$ cat config.mk
export PLATFORM = sky130hd
export DESIGN_NAME = cmd_input
export DESIGN_NICKNAME = d
export VERILOG_FILES = /design/src/rtl/calc_pkg.sv /design/src/rtl/btn_debounce.sv /design/src/rtl/cmd_input.sv
export SDC_FILE = /design/constraint.sdc
export NUM_CORES = 1
export LEC_CHECK = 0
export ABC_AREA = 1
export BUFFER_PORTS_ARGS = -buffer_cell sky130_fd_sc_hd__clkbuf_2
export CAP_MARGIN = 20
export CORE_ASPECT_RATIO = 0.5
export CORE_MARGIN = 2
export CORE_UTILIZATION = 40
export CTS_CLUSTER_DIAMETER = 50
export DETAILED_ROUTE_END_ITERATION = 12
export PLACE_DENSITY = 0.68
export RECOVER_POWER = 100
export SYNTH_ARGS = -nofsm -noshare
export SYNTH_HDL_FRONTEND = slang
export SYNTH_SLANG_ARGS = --single-unit
export TNS_END_PERCENT = 5
$ cat constraint.sdc
create_clock -name mclk -period 4.55 [get_ports mclk]
set_clock_uncertainty 0.05 [all_clocks]
set_input_delay 0.6825 -clock mclk [delete_from_list [all_inputs] [get_ports mclk]]
set_output_delay 0.6825 -clock mclk [all_outputs]
set_load 0.03 [all_outputs]
$ cat src/rtl/calc_pkg.sv
// calc_pkg: types and constants shared by the calculator input path.
package calc_pkg;

  localparam int NUM_BTN = 4;

  typedef struct packed {
    logic [1:0] btn;
    logic [7:0] sw;
  } cmd_t;

  // Index of the lowest set bit of v; 0 when no bit is set.
  function automatic logic [1:0] lowest_set(input logic [NUM_BTN-1:0] v);
    logic [1:0] idx;
    idx = '0;
    for (int unsigned i = NUM_BTN; i > 0; i--) begin
      if (v[i-1]) idx = 2'(i - 1);
    end
    return idx;
  endfunction

endpackage

$ cat src/rtl/btn_debounce.sv
// btn_debounce: 2-flop synchroniser, debounce counter and stable bit for one button.
// press_o is a one-cycle registered pulse on each accepted 0->1 transition.
// With CMD_INPUT_REPEAT_EN defined, a hold counter also pulses press_o while held.
module btn_debounce #(
  parameter int DEBOUNCE_CYCLES = 4,
  parameter int REPEAT_DELAY    = 20,
  parameter int REPEAT_PERIOD   = 8
) (
  input  logic clk_i,
  input  logic rst_i,
  input  logic btn_i,
  output logic level_o,
  output logic press_o
);

  localparam int CW = $clog2(DEBOUNCE_CYCLES);
  localparam logic [CW-1:0] CntLast = CW'(DEBOUNCE_CYCLES - 1);

  logic [1:0]    sync_q;
  logic [CW-1:0] cnt_q, cnt_d;
  logic          stable_q, stable_d;
  logic          press_q, press_d;
  logic          rep_fire;

  // Debounce: count consecutive cycles the synchronised level differs from the stable bit.
  always_comb begin
    cnt_d    = cnt_q;
    stable_d = stable_q;
    if (sync_q[1] == stable_q) begin
      cnt_d = '0;
    end else if (cnt_q == CntLast) begin
      stable_d = ~stable_q;
      cnt_d    = '0;
    end else begin
      cnt_d = cnt_q + 1'b1;
    end
    press_d = (stable_d & ~stable_q) | rep_fire;
  end

  // Synchroniser, debounce state and registered press pulse.
  always_ff @(posedge clk_i) begin
    if (rst_i) begin
      sync_q   <= '0;
      cnt_q    <= '0;
      stable_q <= 1'b0;
      press_q  <= 1'b0;
    end else begin
      sync_q   <= {sync_q[0], btn_i};
      cnt_q    <= cnt_d;
      stable_q <= stable_d;
      press_q  <= press_d;
    end
  end

`ifdef CMD_INPUT_REPEAT_EN
  localparam int HMax = (REPEAT_DELAY > REPEAT_PERIOD) ? REPEAT_DELAY : REPEAT_PERIOD;
  localparam int HW   = $clog2(HMax + 1);

  logic [HW-1:0] hold_q, hold_d;
  logic          rep_q, rep_d;

  // Hold timer: first fire after REPEAT_DELAY held cycles, then every REPEAT_PERIOD.
  always_comb begin
    hold_d   = hold_q;
    rep_d    = rep_q;
    rep_fire = 1'b0;
    if (!stable_q) begin
      hold_d = '0;
      rep_d  = 1'b0;
    end else if (hold_q == (rep_q ? HW'(REPEAT_PERIOD - 1) : HW'(REPEAT_DELAY - 1))) begin
      rep_fire = 1'b1;
      hold_d   = '0;
      rep_d    = 1'b1;
    end else begin
      hold_d = hold_q + 1'b1;
    end
  end

  // Hold timer registers.
  always_ff @(posedge clk_i) begin
    if (rst_i) begin
      hold_q <= '0;
      rep_q  <= 1'b0;
    end else begin
      hold_q <= hold_d;
      rep_q  <= rep_d;
    end
  end
`else
  // Repeat timing is not built; the parameters stay in the interface only.
  if (REPEAT_DELAY < 1 || REPEAT_PERIOD < 1) begin : g_repeat_unused
  end
  assign rep_fire = 1'b0;
`endif

  assign level_o = stable_q;
  assign press_o = press_q;

endmodule

$ cat src/rtl/cmd_input.sv
// cmd_input: synchronises and debounces board buttons/switches and queues one
// {button, switch snapshot} command per press in a show-ahead FIFO.
// CMD_INPUT_REPEAT_EN enables hold-to-repeat presses in btn_debounce.
module cmd_input
  import calc_pkg::*;
#(
  parameter int DEBOUNCE_CYCLES = 500000,
  parameter int FIFO_DEPTH      = 4,
  parameter int REPEAT_DELAY    = 25000000,
  parameter int REPEAT_PERIOD   = 5000000
) (
  input  logic       mclk,
  input  logic       rst,
  input  logic [7:0] sw,
  input  logic [3:0] btn,
  output logic       cmd_valid,
  input  logic       cmd_ready,
  output logic [1:0] cmd_btn,
  output logic [7:0] cmd_sw,
  output logic [3:0] btn_level,
  output logic       overflow
);

  localparam int AW = $clog2(FIFO_DEPTH);

  logic [7:0]         sw_meta_q, sw_sync_q;
  logic [NUM_BTN-1:0] press;
  logic [NUM_BTN-1:0] pend_q, pend_d;
  logic [7:0]         snap_q [NUM_BTN];
  logic [7:0]         snap_d [NUM_BTN];
  logic               ovf_q, ovf_d;
  cmd_t               mem_q [FIFO_DEPTH];
  logic [AW-1:0]      wr_q, rd_q;
  logic [AW:0]        cnt_q, cnt_d;
  logic               full, pop, push;
  logic [1:0]         grant;
  cmd_t               wr_entry, head;

  for (genvar g = 0; g < NUM_BTN; g++) begin : g_btn
    btn_debounce #(
      .DEBOUNCE_CYCLES(DEBOUNCE_CYCLES),
      .REPEAT_DELAY   (REPEAT_DELAY),
      .REPEAT_PERIOD  (REPEAT_PERIOD)
    ) u_db (
      .clk_i  (mclk),
      .rst_i  (rst),
      .btn_i  (btn[g]),
      .level_o(btn_level[g]),
      .press_o(press[g])
    );
  end

  // Arbiter and pending/overflow bookkeeping; a pop frees a slot for a same-cycle push.
  always_comb begin
    full           = (cnt_q == (AW + 1)'(FIFO_DEPTH));
    pop            = cmd_valid & cmd_ready;
    grant          = lowest_set(pend_q);
    push           = (|pend_q) & (~full | pop);
    wr_entry.btn   = grant;
    wr_entry.sw    = snap_q[grant];
    pend_d         = pend_q;
    snap_d         = snap_q;
    ovf_d          = ovf_q;
    if (push) pend_d[grant] = 1'b0;
    for (int unsigned i = 0; i < NUM_BTN; i++) begin
      if (press[i]) begin
        if (pend_q[i]) begin
          ovf_d = 1'b1;
        end else begin
          pend_d[i] = 1'b1;
          snap_d[i] = sw_sync_q;
        end
      end
    end
    cnt_d = cnt_q + (AW + 1)'(push) - (AW + 1)'(pop);
  end

  // Switch synchroniser, pending state, snapshots and FIFO pointers.
  always_ff @(posedge mclk) begin
    if (rst) begin
      sw_meta_q <= '0;
      sw_sync_q <= '0;
      pend_q    <= '0;
      snap_q    <= '{default: '0};
      ovf_q     <= 1'b0;
      wr_q      <= '0;
      rd_q      <= '0;
      cnt_q     <= '0;
    end else begin
      sw_meta_q <= sw;
      sw_sync_q <= sw_meta_q;
      pend_q    <= pend_d;
      snap_q    <= snap_d;
      ovf_q     <= ovf_d;
      cnt_q     <= cnt_d;
      if (push) wr_q <= wr_q + 1'b1;
      if (pop)  rd_q <= rd_q + 1'b1;
    end
  end

  // Command storage; contents are only observed through the valid-gated head.
  always_ff @(posedge mclk) begin
    if (!rst && push) mem_q[wr_q] <= wr_entry;
  end

  assign head      = mem_q[rd_q];
  assign cmd_valid = (cnt_q != '0);
  assign cmd_btn   = cmd_valid ? head.btn : '0;
  assign cmd_sw    = cmd_valid ? head.sw  : '0;
  assign overflow  = ovf_q;

endmodule

== Word-level counts from Yosys, hierarchy flattened ==
Memory sizes are Yosys's and may differ from the RTL's. A register that Yosys moved wholly into a read port is not among the register bits.
Cells that the tools add are included.
Word-level totals
  bits in writable memories: 40
  register bits: 152
  memories: 1
  output and inout port bits: 16
  input bits: 15
Memory list
  mem_q: depth 4, bits a word 10, rd ports 1, clocked after Yosys merged registers in 1, write ports 1, line cmd_input.sv:32  | cmd_t mem_q [FIFO_DEPTH];
Operators by class
  reductions and logical operators: 13
  multiplexer cells: 40
  order comparisons: 3
  eq/ne operators: 9
  bitwise gates (word level): 19
  add/subtract/negate cells: 8
Operators by type and width (number)
  adder 19 x 1 -> 19 bit (second input constant): 4
  equality test 19 bit (second input constant): 4
  two-way mux 1 bit: 27
  two-way mux 8 bit: 3
  binary-select mux 8 bit (select 2 bit): 1
  two-way mux 2 bit: 7
  OR reduction 3 bit: 4
  NOT 1 bit: 9
  AND reduction 2 bit: 4
  AND 1 bit: 6
  adder 2 x 1 -> 2 bit (second input constant): 2
  AND 4 bit: 1
  equality test 1 bit: 4
  two-way mux 4 bit: 1
  NOT 4 bit: 1
  OR reduction 4 bit: 1
  adder 3 x 1 -> 3 bit: 1
  equality test 3 bit (second input constant): 1
  greater-or-equal comparator 3 bit (second input constant): 1
  less-than comparator 2 x 3 -> 1 bit (second input constant): 1
  NOT 2 -> 3 bit: 1
  nonzero test 3 bit: 1
  subtractor 3 x 1 -> 3 bit: 1
  demux 1 bit (select 2 bit): 1
  other kinds (4): 5

== Longest topological paths before layout ==
  depth in word-level cells: 13
  depth in mapped cells: 12
  mapped depth without buffers: 12

== Cells and area by module ==
From an unflattened synthesis, not the netlist that was laid out.
Unflattened totals
  cells, all modules: 1260
  area total of the unflattened synthesis: 9093.7 µm²
By module, submodules not included
  btn_debounce: times used 4, area an instance 1237.4 µm², cells an instance 195, seq. area each 460.4 µm²
  cmd_input: times used 1, area an instance 4144.0 µm², cells an instance 480, seq. area each 2442.3 µm²

== Least setup slack after synthesis ==
OpenSTA, ideal clock, no wires.
  kind: flip-flop to output port
  start point: register cnt_q[1]
  end point: output cmd_btn[0]
  cell stages (with the launch flop): 5
  arrival time: 1501 ps
  setup slack: 2317 ps
  path through: dfxtp_1 -> nor2_1 -> nand2_1 -> clkinv_1 -> a21oi_1
On the way
  longest elaborated chain between the ends: 2
Ends and longest elaborated chain
  start: declaration: line cmd_input.sv:34  | logic [AW:0] cnt_q, cnt_d;
  start signal: assignment: line cmd_input.sv:95  | cnt_q <= cnt_d;
  nonzero test 3 bit: line cmd_input.sv:107  | assign cmd_valid = (cnt_q != '0);
  net cmd_valid: line cmd_input.sv:16  | output logic cmd_valid,
  two-way mux 2 bit: line cmd_input.sv:108  | assign cmd_btn = cmd_valid ? head.btn : '0;
  end: declaration: line cmd_input.sv:18  | output logic [1:0] cmd_btn,
The timed path passes the listed nets, and every way through them passes these cells.

== Worst setup path in the final report ==
  start point: input rst
  end point: register g_btn[2].u_db.cnt_q[15]
On the way
  longest elaborated chain between the ends: 1
Ends and longest elaborated chain
  start: declaration: line cmd_input.sv:13  | input logic rst,
  OR reduction 3 bit (no line)
  end signal: assignment: line btn_debounce.sv:49  | cnt_q <= cnt_d;
  end: declaration: line btn_debounce.sv:20  | logic [CW-1:0] cnt_q, cnt_d;
Every way passes these cells.
A chain may end at the register's enable or synchronous reset.

==> run_results.csv <==
group,metric,value,unit
run_status,status,"finished, violations left",
run_status,violations,"max-capacitance violations, max-slew violations",
sta,max_freq,0.3053,GHz
final_layout,final_core_util,0.4491,
sta,worst_pin_slew,1.779,ns
route,drc,0,
place,hpwlAfterDp,12270,um
global_routing,grt_pass1_wl,29950,um
sta,fin_tns_setup,0,ns
route,wl_per_cell,11.75,um
synth,synth.distinct_cells,36,
final_layout,antenna_cells,0,
place,gp_congestion,0.8981,
final_layout,fillerInstances,2169,
place,place.port_buffers,30,
global_routing,grt-ovfl-total,0,
worst_hold_path,hp-class,"flip-flop to flip-flop",
critical_path,crit_path_end_kind,"flip-flop",
floorplan,dieArea,22980,um2
clocking,htreeDepth,4,
clocking,cts-root-buf,"clkbuf_16",
global_routing,grt_max_degree,49,
power_and_ir_drop,total_power,3.773,mW
floorplan,die_y,108.2,um
critical_path,critical_path.cell_chain,"clkbuf_1 > inv_1 > clkbuf_1 > nand3_1 > inv_1 > nand2_2 > inv_1 > nand2_1 > inv_1",
power_and_ir_drop,clkPwrFrac,0.417,
route,drt_first_pass_iters,5,
route,postRouteAntennaNets,0,
critical_path,crit_path_start_kind,"primary input",
sta,setup_viol,0,
critical_path,crit_required,4.84,ns
clocking,cts.repair.resized,0,
sta,fin_crit_sh,0.7199,
synth,ys_seq_area_frac,0.4933,
clocking,clkTransAtPathRegs,0.07,ns
clocking,clockBufferDepth,2,
final_layout,nNetsFinal,1197,
flow_run,maxCapViolCount,1,
synth,syn_inst,1146,
sta,rsz0062_at_grt,"false",
place,place_inst,1452,
global_routing,grt_pass1_vias,6505,
clocking,clkLatencyLatePin,0.43,ns
critical_path,reg2regPathDepth,5,
synth,synth_nets,1172,
final_layout,syn_to_final_growth,11.14,%
critical_path,path_class,"primary input to flip-flop",
critical_path,crit_fanout,48,
final_layout,layout_common_cells,"nor2_1, nand2_1, dfxtp_1",
power_and_ir_drop,seq_power_share,0.482,
power_and_ir_drop,p_leak,3.497,nW
critical_path,crit_buf_inv,6,
floorplan,rows,38,
final_layout,drive_gt1_frac,0.07095,
sta,finalMaxSlewViolations,49,
clocking,cts_buffers,17,
critical_path,slowest_stage,"clkbuf_1",
route,vias_per_cell,4.749,
place,postPlaceCellArea,9066,um2
floorplan,core_area,21490,um2
clocking,cts_hold_buf,0,
route,wl,17440,um
sta,slew_headroom,-0.1861,
power_and_ir_drop,pwr_density_cell,390.9,nW/um2
critical_path,arrival,3.56,ns
power_and_ir_drop,switching_share,0.2769,
worst_hold_path,min_path_cells,2,
global_routing,grt_usage,0.1604,
route,vias,7048,
sta,fin_crit,3.275,ns
clocking,cts_setup_buffers,0,
critical_path,cp.depth,9,
power_and_ir_drop,pwr-share-comb,0.101,
power_and_ir_drop,max-vdd-ir-drop,222.7,uV
floorplan,io_pins,31,
global_routing,grt_antenna_before_repair,0,
synth,ys_warn_count,0,
critical_path,cp_top_family,"buffers and inverters",
sta,hold_viol,0,
place,dp_slack,1.869,ns
route,drt_iter0_markers,586,
critical_path,max_stage_delay,0.95,ns
sta,whs,0.3555,ns
clocking,cts_tree,"built",
critical_path,critPathMostFrequentCell,"inv_1",
floorplan,die_x,212.4,um
final_layout,layout.cells.non_filler,1484,
synth,avgSynthCellArea,7.578,um2
power_and_ir_drop,p_int,2.728,mW
floorplan,start_util,0.4041,
sta,worst_slack,1.275,ns
synth,ys_ff_latch,194,
power_and_ir_drop,switchingPower,1.045,mW
clocking,cts.sinks,194,
final_layout,design_area,9652,um2
final_layout,layout_commonest_cell,"nor2_1",
synth,synth_area,8685,um2
-- metal layers --
metal	global-route usage	share of wire	vias to the layer above
li1	-	-	3663
met1	0.2168	0.50	3224
met2	0.2605	0.44	138
met3	0.02730	0.040	23
met4	0.05744	0.017	0
met5	0	0	-
-- cells in the mapped netlist --
master / instances / area, um2
a21oi_1: 51 / 255.2
a21oi_2: 1 / 8.760
a41oi_1: 1 / 8.760
and2_1: 1 / 6.260
buf_2: 4 / 20.02
buf_4: 4 / 30.03
buf_6: 5 / 56.30
clkbuf_1: 12 / 45.04
clkinv_1: 2 / 7.510
dfxtp_1: 154 / 3083
edfxtp_1: 40 / 1201
fa_1: 1 / 20.02
ha_1: 10 / 125.1
inv_1: 139 / 521.8
inv_2: 3 / 11.26
nand2_1: 201 / 754.5
nand2_2: 7 / 43.79
nand2_4: 1 / 11.26
nand3_1: 59 / 295.3
nand3_2: 6 / 60.06
nand4_1: 21 / 131.4
nor2_1: 279 / 1047
nor2_2: 19 / 118.9
nor2_4: 2 / 22.52
nor3_1: 4 / 20.02
nor3_4: 1 / 16.27
o211ai_1: 8 / 60.06
o21ai_0: 67 / 335.3
o21ai_1: 1 / 5.000
o21ai_2: 1 / 8.760
o21bai_4: 1 / 18.77
o221ai_1: 1 / 8.760
or2_0: 3 / 18.77
or2_2: 3 / 18.77
xnor2_1: 12 / 105.1
xor2_1: 21 / 183.9
-- worst paths after layout --
kind / slack [ns] / start / to
hold reg to reg: 0.36 / sw_meta_q[6] / sw_sync_q[6]
setup reg to reg: 1.73 / pend_q[0] / mem_q[0][5]
hold / removal: 0.36 / sw_meta_q[6] / sw_sync_q[6]
setup / recovery: 1.27 / rst / g_btn[2].u_db.cnt_q[15]
-- sequential cells by signal, indices dropped and copies added (netlist names), 3 cells and up, named ones only --
name,flops
g_btn.u_db.level_o,4
g_btn.u_db.sync_q,8
g_btn.u_db.press_o,4
sw_sync_q,8
snap_q,32
pend_q,4
mem_q,40
cnt_q,3
g_btn.u_db.cnt_q,76
sw_meta_q,8
-- power groups by stage --
stage | clock network (mW) | logic (mW) | registers (mW)
2_1_floorplan | 0 | 0.308 | 1.83
3_3_place_gp | 0 | 0.386 | 1.86
3_5_place_dp | 0 | 0.392 | 1.86
4_1_cts | 1.60 | 0.401 | 1.82
5_1_grt | 1.68 | 0.433 | 1.83
6_report | 1.57 | 0.381 | 1.82
-- cell families (layout without fill, tap and decap cells) --
group                      Yosys count  in the layout  synth area share
xor gates and xnor gates            33             33           0.03328
buffers and inverters              169            207           0.07967
adders and majority gates           11             11           0.01671
DFF                                194            194            0.4933
AOI/OAI and AO/OA                  132            132           0.08169
and+or+nand+nor                    607            607            0.2953
-- worst min-delay path: stages, from the launching register on --
cell and delay, ns:
dfxtp_1 0.30, inv_1 0.04, nor2_1 0.03
-- layout make-up --
class	instances	area, um2	share of cell area
repair buffers	31	132.6	0.01374
well taps	300	375.4	0.03889
clock inverters	15	198.9	0.02061
clock buffers	17	425.4	0.04408
flip-flops and latches	194	4284	0.4439
multi-input cells	783	3695	0.3828
inverters	144	540.5	0.05600
Note: power is estimated with default switching activity, not from simulation.
